`config.mk`:
```
export PLATFORM = sky130hd
export DESIGN_NAME = sw_led_ctrl_flat
export DESIGN_NICKNAME = d
export VERILOG_FILES = /design/src/rtl/sw_led_pkg.sv /design/src/rtl/sw_led_ctrl_if.sv /design/src/rtl/sw_debounce.sv /design/src/rtl/sw_led_ctrl.sv /design/src/flat_wrapper.sv
export SDC_FILE = /design/constraint.sdc
export NUM_CORES = 1
export LEC_CHECK = 0
export ABC_AREA = 1
export CAP_MARGIN = 20
export CORE_MARGIN = 4
export CORE_UTILIZATION = 35
export CTS_CLUSTER_SIZE = 10
export DETAILED_ROUTE_END_ITERATION = 10
export SYNTH_ARGS = -nofsm -noshare
export SYNTH_HDL_FRONTEND = slang
export SYNTH_SLANG_ARGS = --single-unit
export TNS_END_PERCENT = 30
```
`constraint.sdc`:
```
create_clock -name CLK -period 1.52 [get_ports CLK]
set_clock_uncertainty 0.15 [all_clocks]
set_input_delay 0.152 -clock CLK [delete_from_list [all_inputs] [get_ports CLK]]
set_output_delay 0.152 -clock CLK [all_outputs]
set_load 0.02 [all_outputs]
```
`src/rtl/sw_led_pkg.sv`:
```
// sw_led_pkg: shared types and defaults for the switch/LED controller.
//   state_t              FSM encoding for sw_led_ctrl
//   DEBOUNCE_CYC_DEF     10 ms debounce window at 50 MHz
//   HALF_PERIOD_CYC_DEF  0.5 s green-LED half-period at 50 MHz
//   cnt_width()          counter width for a modulus, never below 1 bit
package sw_led_pkg;

  typedef enum logic [0:0] {
    ST_OFF   = 1'b0,
    ST_BLINK = 1'b1
  } state_t;

  localparam int DEBOUNCE_CYC_DEF    = 500_000;
  localparam int HALF_PERIOD_CYC_DEF = 25_000_000;

  function automatic int cnt_width(input int n);
    return (n > 1) ? $clog2(n) : 1;
  endfunction

endpackage

```
`src/rtl/sw_led_ctrl_if.sv`:
```
// sw_led_ctrl_if: board-side switch/LED bundle.
//   SW         raw switch level (board -> controller)
//   LED_ROUGE  red LED, 1 = on
//   LED_VERTE  green LED, 1 = on
//   PRESS_CNT  debounced press count, only with SW_LED_CTRL_PRESS_CNT_EN
// master = board / stimulus side, slave = sw_led_ctrl.
interface sw_led_ctrl_if;
  logic       SW;
  logic       LED_ROUGE;
  logic       LED_VERTE;
`ifdef SW_LED_CTRL_PRESS_CNT_EN
  logic [7:0] PRESS_CNT;

  modport master (output SW, input LED_ROUGE, input LED_VERTE, input PRESS_CNT);
  modport slave  (input SW, output LED_ROUGE, output LED_VERTE, output PRESS_CNT);
`else
  modport master (output SW, input LED_ROUGE, input LED_VERTE);
  modport slave  (input SW, output LED_ROUGE, output LED_VERTE);
`endif
endinterface

```
`src/rtl/sw_debounce.sv`:
```
// sw_debounce: 2-FF synchroniser, stability counter and rising-edge pulse.
//   CLK      in   system clock
//   NRST     in   asynchronous active-low reset
//   i_sw     in   raw switch level, asynchronous to CLK
//   o_sw_db  out  debounced level
//   o_press  out  one-cycle pulse on each debounced rising edge
module sw_debounce
  import sw_led_pkg::*;
#(
  parameter int DEBOUNCE_CYC = DEBOUNCE_CYC_DEF
) (
  input  logic CLK,
  input  logic NRST,
  input  logic i_sw,
  output logic o_sw_db,
  output logic o_press
);

  localparam int DW = cnt_width(DEBOUNCE_CYC);
  localparam logic [DW-1:0] DEB_LAST = DW'(DEBOUNCE_CYC - 1);

  logic          r_sw_s1;
  logic          r_sw_s2;
  logic          r_sw_db;
  logic          r_sw_db_d;
  logic [DW-1:0] r_deb_cnt;

  always_ff @(posedge CLK or negedge NRST) begin
    if (!NRST) begin
      r_sw_s1   <= 1'b0;
      r_sw_s2   <= 1'b0;
      r_sw_db   <= 1'b0;
      r_sw_db_d <= 1'b0;
      r_deb_cnt <= '0;
    end else begin
      r_sw_s1   <= i_sw;
      r_sw_s2   <= r_sw_s1;
      r_sw_db_d <= r_sw_db;
      // Any return to the accepted level restarts the stability window.
      if (r_sw_s2 == r_sw_db) begin
        r_deb_cnt <= '0;
      end else if (r_deb_cnt == DEB_LAST) begin
        r_sw_db   <= r_sw_s2;
        r_deb_cnt <= '0;
      end else begin
        r_deb_cnt <= r_deb_cnt + 1'b1;
      end
    end
  end

  assign o_sw_db = r_sw_db;
  // sw_db_d resets low, so a switch held through reset still yields one press.
  assign o_press = r_sw_db & ~r_sw_db_d;

endmodule

```
`src/rtl/sw_led_ctrl.sv`:
```
// sw_led_ctrl: debounced switch toggles between LEDs-off (red on) and
// green-blink mode. All outputs are registered.
//   CLK   in   system clock (50 MHz)
//   NRST  in   asynchronous active-low reset
//   bus   sw_led_ctrl_if.slave: SW in, LED_ROUGE / LED_VERTE out,
//         PRESS_CNT out when SW_LED_CTRL_PRESS_CNT_EN is defined
// Optional feature macro: SW_LED_CTRL_PRESS_CNT_EN (8-bit wrapping press counter).
//
// state    | meaning
// ST_OFF   | red on, green off, blink divider held at 0
// ST_BLINK | red off, green toggles every HALF_PERIOD_CYC cycles
module sw_led_ctrl
  import sw_led_pkg::*;
#(
  parameter int DEBOUNCE_CYC    = DEBOUNCE_CYC_DEF,
  parameter int HALF_PERIOD_CYC = HALF_PERIOD_CYC_DEF
) (
  input  logic         CLK,
  input  logic         NRST,
  sw_led_ctrl_if.slave bus
);

  localparam int BW = cnt_width(HALF_PERIOD_CYC);
  localparam logic [BW-1:0] BLINK_LAST = BW'(HALF_PERIOD_CYC - 1);

  logic          w_sw_db;
  logic          w_press_raw;
  logic          w_press;

  state_t        r_state;
  state_t        w_state_nxt;
  logic          r_led_rouge;
  logic          r_led_verte;
  logic [BW-1:0] r_blink_cnt;
  logic          w_led_rouge_nxt;
  logic          w_led_verte_nxt;
  logic [BW-1:0] w_blink_cnt_nxt;

  sw_debounce #(
    .DEBOUNCE_CYC (DEBOUNCE_CYC)
  ) u_debounce (
    .CLK     (CLK),
    .NRST    (NRST),
    .i_sw    (bus.SW),
    .o_sw_db (w_sw_db),
    .o_press (w_press_raw)
  );

  // A press is by construction coincident with a high debounced level.
  assign w_press = w_press_raw & w_sw_db;

  always_ff @(posedge CLK or negedge NRST) begin
    if (!NRST) begin
      r_state     <= ST_OFF;
      r_led_rouge <= 1'b1;
      r_led_verte <= 1'b0;
      r_blink_cnt <= '0;
    end else begin
      r_state     <= w_state_nxt;
      r_led_rouge <= w_led_rouge_nxt;
      r_led_verte <= w_led_verte_nxt;
      r_blink_cnt <= w_blink_cnt_nxt;
    end
  end

  always_comb begin
    w_state_nxt     = r_state;
    w_led_rouge_nxt = r_led_rouge;
    w_led_verte_nxt = r_led_verte;
    w_blink_cnt_nxt = r_blink_cnt;
    unique case (r_state)
      ST_OFF: begin
        w_led_rouge_nxt = 1'b1;
        w_led_verte_nxt = 1'b0;
        w_blink_cnt_nxt = '0;
        if (w_press) begin
          w_state_nxt     = ST_BLINK;
          w_led_rouge_nxt = 1'b0;
          w_led_verte_nxt = 1'b1;
        end
      end
      ST_BLINK: begin
        w_led_rouge_nxt = 1'b0;
        // Press has priority over the half-period wrap; the toggle is dropped.
        if (w_press) begin
          w_state_nxt     = ST_OFF;
          w_led_rouge_nxt = 1'b1;
          w_led_verte_nxt = 1'b0;
          w_blink_cnt_nxt = '0;
        end else if (r_blink_cnt == BLINK_LAST) begin
          w_blink_cnt_nxt = '0;
          w_led_verte_nxt = ~r_led_verte;
        end else begin
          w_blink_cnt_nxt = r_blink_cnt + 1'b1;
        end
      end
      default: begin
        w_state_nxt = ST_OFF;
      end
    endcase
  end

  assign bus.LED_ROUGE = r_led_rouge;
  assign bus.LED_VERTE = r_led_verte;

`ifdef SW_LED_CTRL_PRESS_CNT_EN
  logic [7:0] r_press_cnt;

  always_ff @(posedge CLK or negedge NRST) begin
    if (!NRST) begin
      r_press_cnt <= 8'd0;
    end else if (w_press) begin
      r_press_cnt <= r_press_cnt + 8'd1;
    end
  end

  assign bus.PRESS_CNT = r_press_cnt;
`endif

endmodule

```
`src/flat_wrapper.sv`:
```
// flat-port wrapper written by rule: the top's interface ports become plain ports
module sw_led_ctrl_flat import sw_led_pkg::*;
#(
  parameter int DEBOUNCE_CYC    = DEBOUNCE_CYC_DEF,
  parameter int HALF_PERIOD_CYC = HALF_PERIOD_CYC_DEF
)
  (CLK, NRST, bus_SW, bus_LED_ROUGE, bus_LED_VERTE);
  sw_led_ctrl_if bus_i ();
  input  logic CLK;
  input  logic NRST;
  input wire logic [$bits(bus_i.SW)-1:0] bus_SW;
  output wire logic [$bits(bus_i.LED_ROUGE)-1:0] bus_LED_ROUGE;
  output wire logic [$bits(bus_i.LED_VERTE)-1:0] bus_LED_VERTE;
  assign bus_i.SW = bus_SW;
  assign bus_LED_ROUGE = bus_i.LED_ROUGE;
  assign bus_LED_VERTE = bus_i.LED_VERTE;
  sw_led_ctrl #(.DEBOUNCE_CYC(DEBOUNCE_CYC), .HALF_PERIOD_CYC(HALF_PERIOD_CYC)) u_core (.CLK(CLK), .NRST(NRST), .bus(bus_i));
endmodule
```
Word level (Yosys, flattened, before mapping) --
Index checks and enable logic that the tools add are counted.
Cells by class: add/sub/neg operators 2, equal/unequal tests 4, multiplexer cells 12, bitwise gates (word level) 6, reduce and logical (&&, ||, !) cells 1
Operators by type and width (count):
- $mux W25 | 2
- $pmux W25 S2 | 1
- $mux W19 | 2
- $add A25 B1 Y25 const B | 1
- $eq A25 B25 Y1 const B | 1
- $add A19 B1 Y19 const B | 1
- $eq A19 B19 Y1 const B | 1
- $pmux W1 S2 | 3
- $mux W1 | 4
- $not A1 Y1 | 4
- $ne A3 B2 Y1 const B | 1
- $and A1 B1 Y1 | 2
- $reduce_and A2 Y1 | 1
- $eq A1 B1 Y1 | 1
Storage, ports and cells: bits in registers 51, input port bits 3, output and inout bits 2, word-level logic and storage cells 34

Longest topological paths before layout --
Gate-level depths: netlist (run 1).
depth in word-level cells 5, depth in mapped cells 9, mapped depth without buffers 9

Hierarchy --
A second synthesis (run 1) with hierarchy kept.
Unflattened totals: cells, all modules 355, area total of the unflattened synthesis 2831.5 µm²
Modules (own cells, without submodules):
- sw_led_ctrl | instances 1, cells an instance 206, area an instance 1585.3 µm²
- sw_debounce | instances 1, cells an instance 149, area an instance 1246.2 µm²

Least setup slack after synthesis (run 1) --
Ideal clock, no wire load.
path kind reg2reg, start reg u_core.r_blink_cnt[0], end reg u_core.r_blink_cnt[17], setup time 0.072 ns, arrival time 1.332 ns, data required time 1.298 ns, path slack -0.034 ns, stages on the path, launching flop included 9, buffers on the path 0, clock period less this slack 1.554 ns, cells stage by stage dfrtp_1 -> ha_1 -> nand2_1 -> nor2_4 -> nand3_2 -> nor2_1 -> nor2_1 -> nand2_1 -> nor2_1
Between the ends: word-level cells in the longest chain between the ends 4, elaborated cells between the ends (all ways) 5, those cells by class add/sub (1); eq/ne (1); mux (3)
Ends and longest elaborated chain:
- from (decl) | line sw_led_ctrl.sv:34 | logic [BW-1:0] r_blink_cnt;
- from (signal assigned) | line sw_led_ctrl.sv:62 | r_blink_cnt <= w_blink_cnt_nxt;
- $add A25 B1 Y25 or $eq A25 B25 Y1 (tied branches) | line sw_led_ctrl.sv:94, sw_led_ctrl.sv:90
- $mux W25 (*) | line sw_led_ctrl.sv:90 | end else if (r_blink_cnt == BLINK_LAST) begin
- $mux W25 (*) | line sw_led_ctrl.sv:85 | if (w_press) begin
- $pmux W25 S2 (*) | line sw_led_ctrl.sv:71 | unique case (r_state)
- named net u_core.w_blink_cnt_nxt[17] | line sw_led_ctrl.sv:37 | logic [BW-1:0] w_blink_cnt_nxt;
Mark *: on every way through the listed nets, which the timed path passes. The rest lies on a longest branch. A chain may end at the register's enable or synchronous reset.

Worst setup path after layout (run 1) --
start reg u_core.u_debounce.r_deb_cnt[1], end reg u_core.u_debounce.r_deb_cnt[8]
Between the ends: word-level cells in the longest chain between the ends 3, elaborated cells between the ends (all ways) 4, those cells by class add/sub (1); eq/ne (1); mux (2)
Ends and longest elaborated chain:
- from (decl) | line sw_debounce.sv:26 | logic [DW-1:0] r_deb_cnt;
- from (signal assigned) | line sw_debounce.sv:46 | r_deb_cnt <= r_deb_cnt + 1'b1;
- $add A19 B1 Y19 or $eq A19 B19 Y1 (tied branches) | line sw_debounce.sv:46, sw_debounce.sv:42
- $mux W19 (*) | line sw_debounce.sv:42 | end else if (r_deb_cnt == DEB_LAST) begin
- $mux W19 (*) | line sw_debounce.sv:40 | if (r_sw_s2 == r_sw_db) begin
Mark *: on every way between the ends. The rest lies on a longest branch, timed or not.

==> impl_results.md, run 1 <==
* Share of post-route cells with drive strength above 1 at 27.8%
* Async S/R FF share, synth at 100%
* Count leader, synth: nand2_1
* Routed len/inst at 11.4 um
* Largest net degree at the start of global routing at 21
* Drt initial violations at 56
* Yosys reg bits at 51
* IO Port Bufs at 4
* Post-Syn Area at 2710 um^2
* Failing checks: setup timing
* Die height at 95.9 um
* Vias post-DR at 2391
* Avg Cell Area, Syn at 7.41 um^2
* CTS tree: done
* Vias in the first global route at 2389
* Critical path fanouts, max at 5
* Fmax at 642 MHz
* Data required, critical path at 1.61 ns
* Clock sinks at 51
* Standard-cell row count at 31
* Top cells by count, synth: 103 x nand2_1, 95 x nor2_1, 50 x dfrtp_1
* Root buf cell: clkbuf_8
* Slew Viols, Final at 0
* Area grow syn2layout at 33.3%
* Final min period at 1.56 ns
* Hpwl dp at 4.50 mm
* Status: finished with violations
* Critical Path Start Type: flop
* Die Area at 9200 um^2
* TNS Setup at -0.382 ns
* Final worst slack at -0.0381 ns
* Clock latency reported for the late side of the worst-skew pair at 0.31 ns
* Max-Cap Viols at 0
* Initial core utilization at 36.7%
* Synth Instances at 365
* Cells on worst reg2reg path at 7
* Relative slew slack at 80.6%
* Mapped Nets at 370
* Leak at 1.60 nW
* Worst-path clk slew at 0.10 ns
* Cell mode on critical path: buf_4
* Worst-margin pin slew at 0.288 ns
* Yosys top cell area share at 46.3%
* Global placement routability congestion at 0.873
* EDFF count, synth at 0
* Unrepaired setup endpoints after global routing: true
* Worst flop-to-flop path endpoint: u_core.u_debounce.r_deb_cnt[8]
* Total grt overflow at 0
* CP delay by family, top: simple AND/OR/NAND/NOR gates
* Top_reg_cell synth: dfrtp_1
* Class of the worst hold path: in -> async
* Critical path cell sequence: ha_4 -> nand2_4 -> nor2_4 -> buf_4 -> buf_4 -> a31oi_1 -> nor3_2
* Overall global routing resource usage at 14.2%
* Die Wd at 95.9 um
* Initial antenna violation count at 0
* Area leader, netlist: dfrtp_1
* Maximum vdd drop at 0.456 mV
* First-pass GRT wire length at 10.2 mm
* CTS Buf Count at 5
* Sequential area share after synthesis at 47.2%
* First drt pass iteration count at 4
* Drt via density at 4.51
* Final Instance Count excl. Fillers at 530
* Ys Warns at 0
* FF-to-FF Start: u_core.u_debounce.r_deb_cnt[1]
* Power density over the cells at 634 nW/um^2
* Detail Route Antenna Nets at 0
* Total wire length at 6.02 mm
* Synth unique cells at 24
* Worst setup EP type: flop
* Final Setup Violations at 22
* Power Total at 0.00228 W
* Placed cell count at 513
* Drt drc at 0
* Period utilization at 103%
* Fin. Hold Viols at 0
* Core area at 7370 um^2
* Largest cells by area after synthesis: dfrtp_1 46%, nand2_1 14%, nor2_1 13%
* Critical Path AT at 1.64 ns
* Io pins at 5
* Diode count at 0
* Critical Path Max Stage Delay at 0.41 ns
* H-tree levels at 2
* Reg2reg setup slack at -0.04 ns
* Nets at 435
* Maximum clock insertion buffer count at 2
* Worst setup path class: reg -> reg
* Critical path's slowest cell: dfrtp_1
* Bufs and invs on worst path at 2
[final cells by class]
type	instances	area, um^2
clock buffer	5	68.8
inverter	43	161
tap	99	124
multi-input combinational	270	1480
clock inverter	3	22.5
timing repair buffer	59	472
sequential	51	1280
fill	719	3760
[where the power goes]
group	switching (W)	total [W]	internal (W)
logic	0.0000490	0.0000836	0.0000346
registers	0.00000848	0.00137	0.00136
clock network	0.000496	0.000827	0.000331
[metrics by stage]
step,util [%],cell area [um^2],setup slack [ns],hold WS (ns)
2_1_floorplan,-,2710,-0.0112,-0.294
3_3_place_gp,43.6,3210,-0.102,-0.146
3_5_place_dp,43.6,3210,-0.115,-0.145
4_1_cts,45.8,3370,-0.0598,0.0539
5_1_grt,48.9,3600,-0.139,0.0678
6_report,48.9,3600,-0.0381,0.0515
[layer usage]
| metal | up-vias | part of all wire, % | track usage (%) |
|---|---|---|---|
| met5 | - | 0 | 0 |
| met4 | 0 | 2.8 | 5.92 |
| met3 | 17 | 1.9 | 2.42 |
| met2 | 18 | 51 | 25.9 |
| met1 | 1109 | 44 | 16.3 |
| li1 | 1247 | - | - |
[cells by family after synthesis]
group / synth area share, %
simple gates: 37.0
flops: 47.2
buf+inv: 6.38
xor+xnor: 5.50
compound gates: 2.91
fa+ha+maj: 0.925
[worst max-delay path by stage]
stage	end	from	cells past startpoint	slack, ns
2_1_floorplan	u_core.r_blink_cnt[18]	u_core.r_blink_cnt[0]	7	-0.01
3_5_place_dp	u_core.u_debounce.r_deb_cnt[14]	u_core.u_debounce.r_deb_cnt[0]	9	-0.12
4_1_cts	u_core.u_debounce.o_sw_db	u_core.u_debounce.r_deb_cnt[1]	8	-0.06
6_report	u_core.u_debounce.r_deb_cnt[8]	u_core.u_debounce.r_deb_cnt[1]	7	-0.04
3_3_place_gp	u_core.u_debounce.r_deb_cnt[16]	u_core.u_debounce.r_deb_cnt[0]	9	-0.10
5_1_grt	u_core.r_blink_cnt[24]	u_core.r_blink_cnt[1]	8	-0.14
[sequential cells by signal, summed over array words and instances, names as in the netlist]
name and count:
u_core.bus.LED_ROUGE 1, u_core.r_blink_cnt 25, u_core.u_debounce.o_sw_db 1, u_core.u_debounce.r_sw_s2 1
u_core.bus.LED_VERTE 1, u_core.u_debounce.r_sw_db_d 1, u_core.u_debounce.r_deb_cnt 19, u_core.r_state 1
u_core.u_debounce.r_sw_s1 1
[cells in the final DEF (no fill, tap or decap), drive strengths merged, types with 2 or more instances in the layout]
cell type / instances
xor2: 9
nor2: 102
inv: 44
dfrtp: 50
dlygate4sd2: 2
nor3: 7
nand2: 103
nand3b: 2
clkinv: 2
nand3: 20
nand4: 3
o21bai: 2
clkbuf: 5
o21ai: 5
ha: 2
a21oi: 2
nor3b: 2
buf: 55
xnor2: 8
[timing repair]
action                                 CTS  global route
endpoints found under the hold margin   50             0
pin swaps                                8            12
gates resized for setup                 20            48
setup endpoints to repair               36            41
buffers inserted                         2             7
hold buffers                             1             0
(Power assumes the default switching activity.)
==> inputs of run 2 (changes only) <==
--- a/config.mk
+++ b/config.mk
@@ -5,12 +5,13 @@
 export SDC_FILE = /design/constraint.sdc
 export NUM_CORES = 1
 export LEC_CHECK = 0
-export ABC_AREA = 1
 export CAP_MARGIN = 20
 export CORE_MARGIN = 4
 export CORE_UTILIZATION = 35
 export CTS_CLUSTER_SIZE = 10
 export DETAILED_ROUTE_END_ITERATION = 10
+export DONT_BUFFER_PORTS = 1
+export SKIP_CTS_REPAIR_TIMING = 1
 export SYNTH_ARGS = -nofsm -noshare
 export SYNTH_HDL_FRONTEND = slang
 export SYNTH_SLANG_ARGS = --single-unit
==> impl_results.md, run 2 <==
* Standard-cell row count at 30 (-3.2%)
* Area leader, netlist: dfrtp_1
* CTS Buf Count at 5 (unchanged)
* Worst setup path class: reg -> reg
* Area grow syn2layout at 43.1%
* Bufs and invs on worst path at 0 (-2)
* First-pass GRT wire length at 9.39 mm (-8.2%)
* Maximum clock insertion buffer count at 2 (unchanged)
* TNS Setup at -11.97 ns (-11.58 ns)
* Initial core utilization at 36.6% (-0.076 points)
* Critical path cell sequence: nor4b_2 -> nand2_1 -> or4_4 -> mux2_4
* Final worst slack at -0.390 ns (-0.352 ns)
* Biggest register: u_core.r_blink_cnt
* Power density over the cells at 663 nW/um^2 (+4.7%)
* Period utilization at 126% (+23 points)
* Worst setup EP type: flop
* Diode count at 0 (unchanged)
* Most frequent cells in the layout: 73 x buf_4, 50 x dfrtp_1, 26 x nor2_1
* Unrepaired setup endpoints after global routing: true
* Power Total at 0.00240 W (+5.1%)
* Reg2reg setup slack at -0.39 ns (-0.35 ns)
* Synth Instances at 257 (-30%)
* CP delay by family, top: simple AND/OR/NAND/NOR gates
* Worst flop-to-flop path endpoint: u_core.u_debounce.o_sw_db
* Final min period at 1.91 ns (+0.352 ns)
* Largest net degree at the start of global routing at 52 (+150%)
* Placed cell count at 418 (-19%)
* Vias in the first global route at 2017 (-16%)
* Maximum vdd drop at 0.275 mV (-40%)
* Drt initial violations at 88 (+57%)
* Worst-margin pin slew at 0.374 ns (+0.0862 ns)
* First drt pass iteration count at 4 (unchanged)
* Top_reg_cell synth: dfrtp_1
* Fin. Hold Viols at 0 (unchanged)
* Fmax at 524 MHz (-18%)
* Core area at 6910 um^2 (-6.3%)
* Drt drc at 0 (unchanged)
* Critical Path Start Type: flop
* CTS tree: done
* EDFF count, synth at 0 (unchanged)
* Slew Viols, Final at 0 (unchanged)
* Total grt overflow at 0 (unchanged)
* Routed len/inst at 13.9 um (+23%)
* Relative slew slack at 74.8% (-5.8 points)
* Drt via density at 5.14 (+14%)
* CP Launch Point: u_core.u_debounce.r_deb_cnt[10]
* Top cells by count, synth: 50 x dfrtp_1, 28 x nor2_1, 18 x a21oi_1
* Vias post-DR at 2265 (-5.3%)
* Detail Route Antenna Nets at 0 (unchanged)
* Class of the worst hold path: in -> async
* Clock sinks at 51 (unchanged)
* Net Sw Frac at 21.1% (-3.1 points)
* Ys Warns at 0 (unchanged)
* Die height at 93.0 um (-3.0%)
* Clock Power Share at 39.2% (+3.0 points)
* Failing checks: setup timing
* Critical Path Max Stage Delay at 0.55 ns (+0.14 ns)
* Total wire length at 6.14 mm (+2.0%)
* Sequential area share after synthesis at 50.5% (+3.3 points)
* Yosys reg bits at 51 (unchanged)
* Async S/R FF share, synth at 100% (unchanged)
* Leak at 1.47 nW (-8.1%)
* Global placement routability congestion at 0.803 (-8.0%)
* Critical Path AT at 1.96 ns (+0.32 ns)
* Hpwl dp at 4.06 mm (-9.8%)
* Post-Syn Area at 2530 um^2 (-6.5%)
* Seq pwr share at 57.1% (-3.0 points)
* Worst-path clk slew at 0.10 ns (about the same)
* Most common cell after layout, fill and taps aside: buf_4
* Final Instance Count excl. Fillers at 441 (-17%)
* Mapped Nets at 262 (-29%)
* Overall global routing resource usage at 13.5% (-0.68 points)
* P_int at 0.00189 W (+9.5%)
* Sw Pwr at 0.000507 W (-8.4%)
* Gate power share at 3.7% (about the same)
* Initial antenna violation count at 0 (unchanged)
* Data required, critical path at 1.57 ns (-0.04 ns)
* Critical Path Sink: u_core.u_debounce.o_sw_db
* Share of post-route cells with drive strength above 1 at 37.4% (+9.5 points)
* Cells on worst reg2reg path at 4 (-3)
* Yosys top cell area share at 49.5% (+3.2 points)
* Crit path depth at 4 (-3)
* Largest register FFs at 25 (unchanged)
* Final Setup Violations at 44 (+100%)
* Critical path's slowest cell: or4_4
* IO Port Bufs at 0 (-4)
* Largest cells by area after synthesis: dfrtp_1 49%, xnor2_1 4.5%, nor2_1 4.2%
* Avg Cell Area, Syn at 9.84 um^2 (+33%)
* Synth unique cells at 36 (+50%)
* Status: finished with violations
* Count leader, synth: dfrtp_1
* Clock latency reported for the late side of the worst-skew pair at 0.30 ns (about the same)
* Critical path fanouts, max at 2 (-3)
* Die Area at 8650 um^2 (-5.9%)
* H-tree levels at 2 (unchanged)
* Max-Cap Viols at 0 (unchanged)
* Nets at 349 (-20%)
* Die Wd at 93.0 um (-3.0%)
* Largest regs: u_core.r_blink_cnt x25, u_core.u_debounce.r_deb_cnt x19
* FF-to-FF Start: u_core.u_debounce.r_deb_cnt[10]
* Fin util at 52.4% (+3.5 points)
* Root buf cell: clkbuf_8
* Io pins at 5 (unchanged)
==> run 2: cell count changes after synthesis, moves of 6 or more <==
cell	before	now
or4_1	0	11
and3_1	0	6
or3_1	0	10
nand4_1	3	13
a21oi_1	2	18
nand2_1	103	15
inv_1	43	7
o31ai_1	0	9
nor2_1	95	28
==> run 2: worst reg2reg max path: stages, from the launching register on <==
cell and delay, ns:
dfrtp_1 0.41, nor4b_2 0.26, nand2_1 0.13, or4_4 0.55
mux2_4 0.31
==> run 2: how the worst min path moves through the flow <==
stage / start / end / slack [ns] / depth (start not counted)
finish: NRST / u_core.u_debounce.r_deb_cnt[16] / 0.21 / 2
global route: u_core.u_debounce.r_sw_s1 / u_core.u_debounce.r_sw_s2 / 0.21 / 0
CTS: NRST / u_core.u_debounce.r_deb_cnt[14] / -0.63 / 0
detailed placement: NRST / u_core.r_blink_cnt[0] / -0.29 / 0
global placement: NRST / u_core.r_blink_cnt[0] / -0.29 / 0
floorplan: NRST / u_core.bus.LED_VERTE / -0.29 / 0
==> run 2: final cells by class <==
type                    count  area [um^2]
fillers                   634         3290
multi-input cells         189         1350
flip-flops and latches     51         1280
repair buffers             90          734
well taps                  96          120
clock buffers               6         72.6
clock inverters             2         37.5
inverters                   7         26.3
==> run 2: kinds of logic (layout without fill, tap and decap cells) <==
logic type / count (synthesis) / in the layout / synth area share (%)
and+or+nand+nor: 121 / 121 / 26.9
DFF: 51 / 51 / 50.5
AOI/OAI and AO/OA: 42 / 42 / 10.5
xor gates and xnor gates: 23 / 23 / 7.96
buffers and inverters: 17 / 105 / 2.77
adders and majority gates: 2 / 2 / 0.989
muxes: 1 / 1 / 0.445
==> run 2: power groups by stage <==
| stage | Clock (W) | Combinational (W) | Sequential [W] |
|---|---|---|---|
| after floorplan | 0 | 0.0000214 | 0.00140 |
| after global placement | 0 | 0.0000452 | 0.00140 |
| after detailed placement | 0 | 0.0000446 | 0.00140 |
| after CTS | 0.000973 | 0.0000455 | 0.00137 |
| after global routing | 0.00102 | 0.000101 | 0.00137 |
| final | 0.000942 | 0.0000885 | 0.00137 |
==> run 2: metrics by stage <==
| step | area [um^2] | setup WS, ns | hold slack (ns) |
|---|---|---|---|
| after CTS | 3300 | -0.423 | -0.631 |
| after global placement | 3190 | -0.400 | -0.291 |
| after detailed placement | 3190 | -0.385 | -0.292 |
| final | 3620 | -0.390 | 0.206 |
| after global routing | 3620 | -0.447 | 0.215 |
| after floorplan | 2550 | -0.372 | -0.294 |
==> run 2: routing by layer <==
metal	up-vias	GRT usage, %	wire length (um)
li1	1121	-	-
met1	1117	18.7	2990
met2	21	21.7	2950
met3	6	2.65	130
met4	0	3.79	71
met5	-	0	0
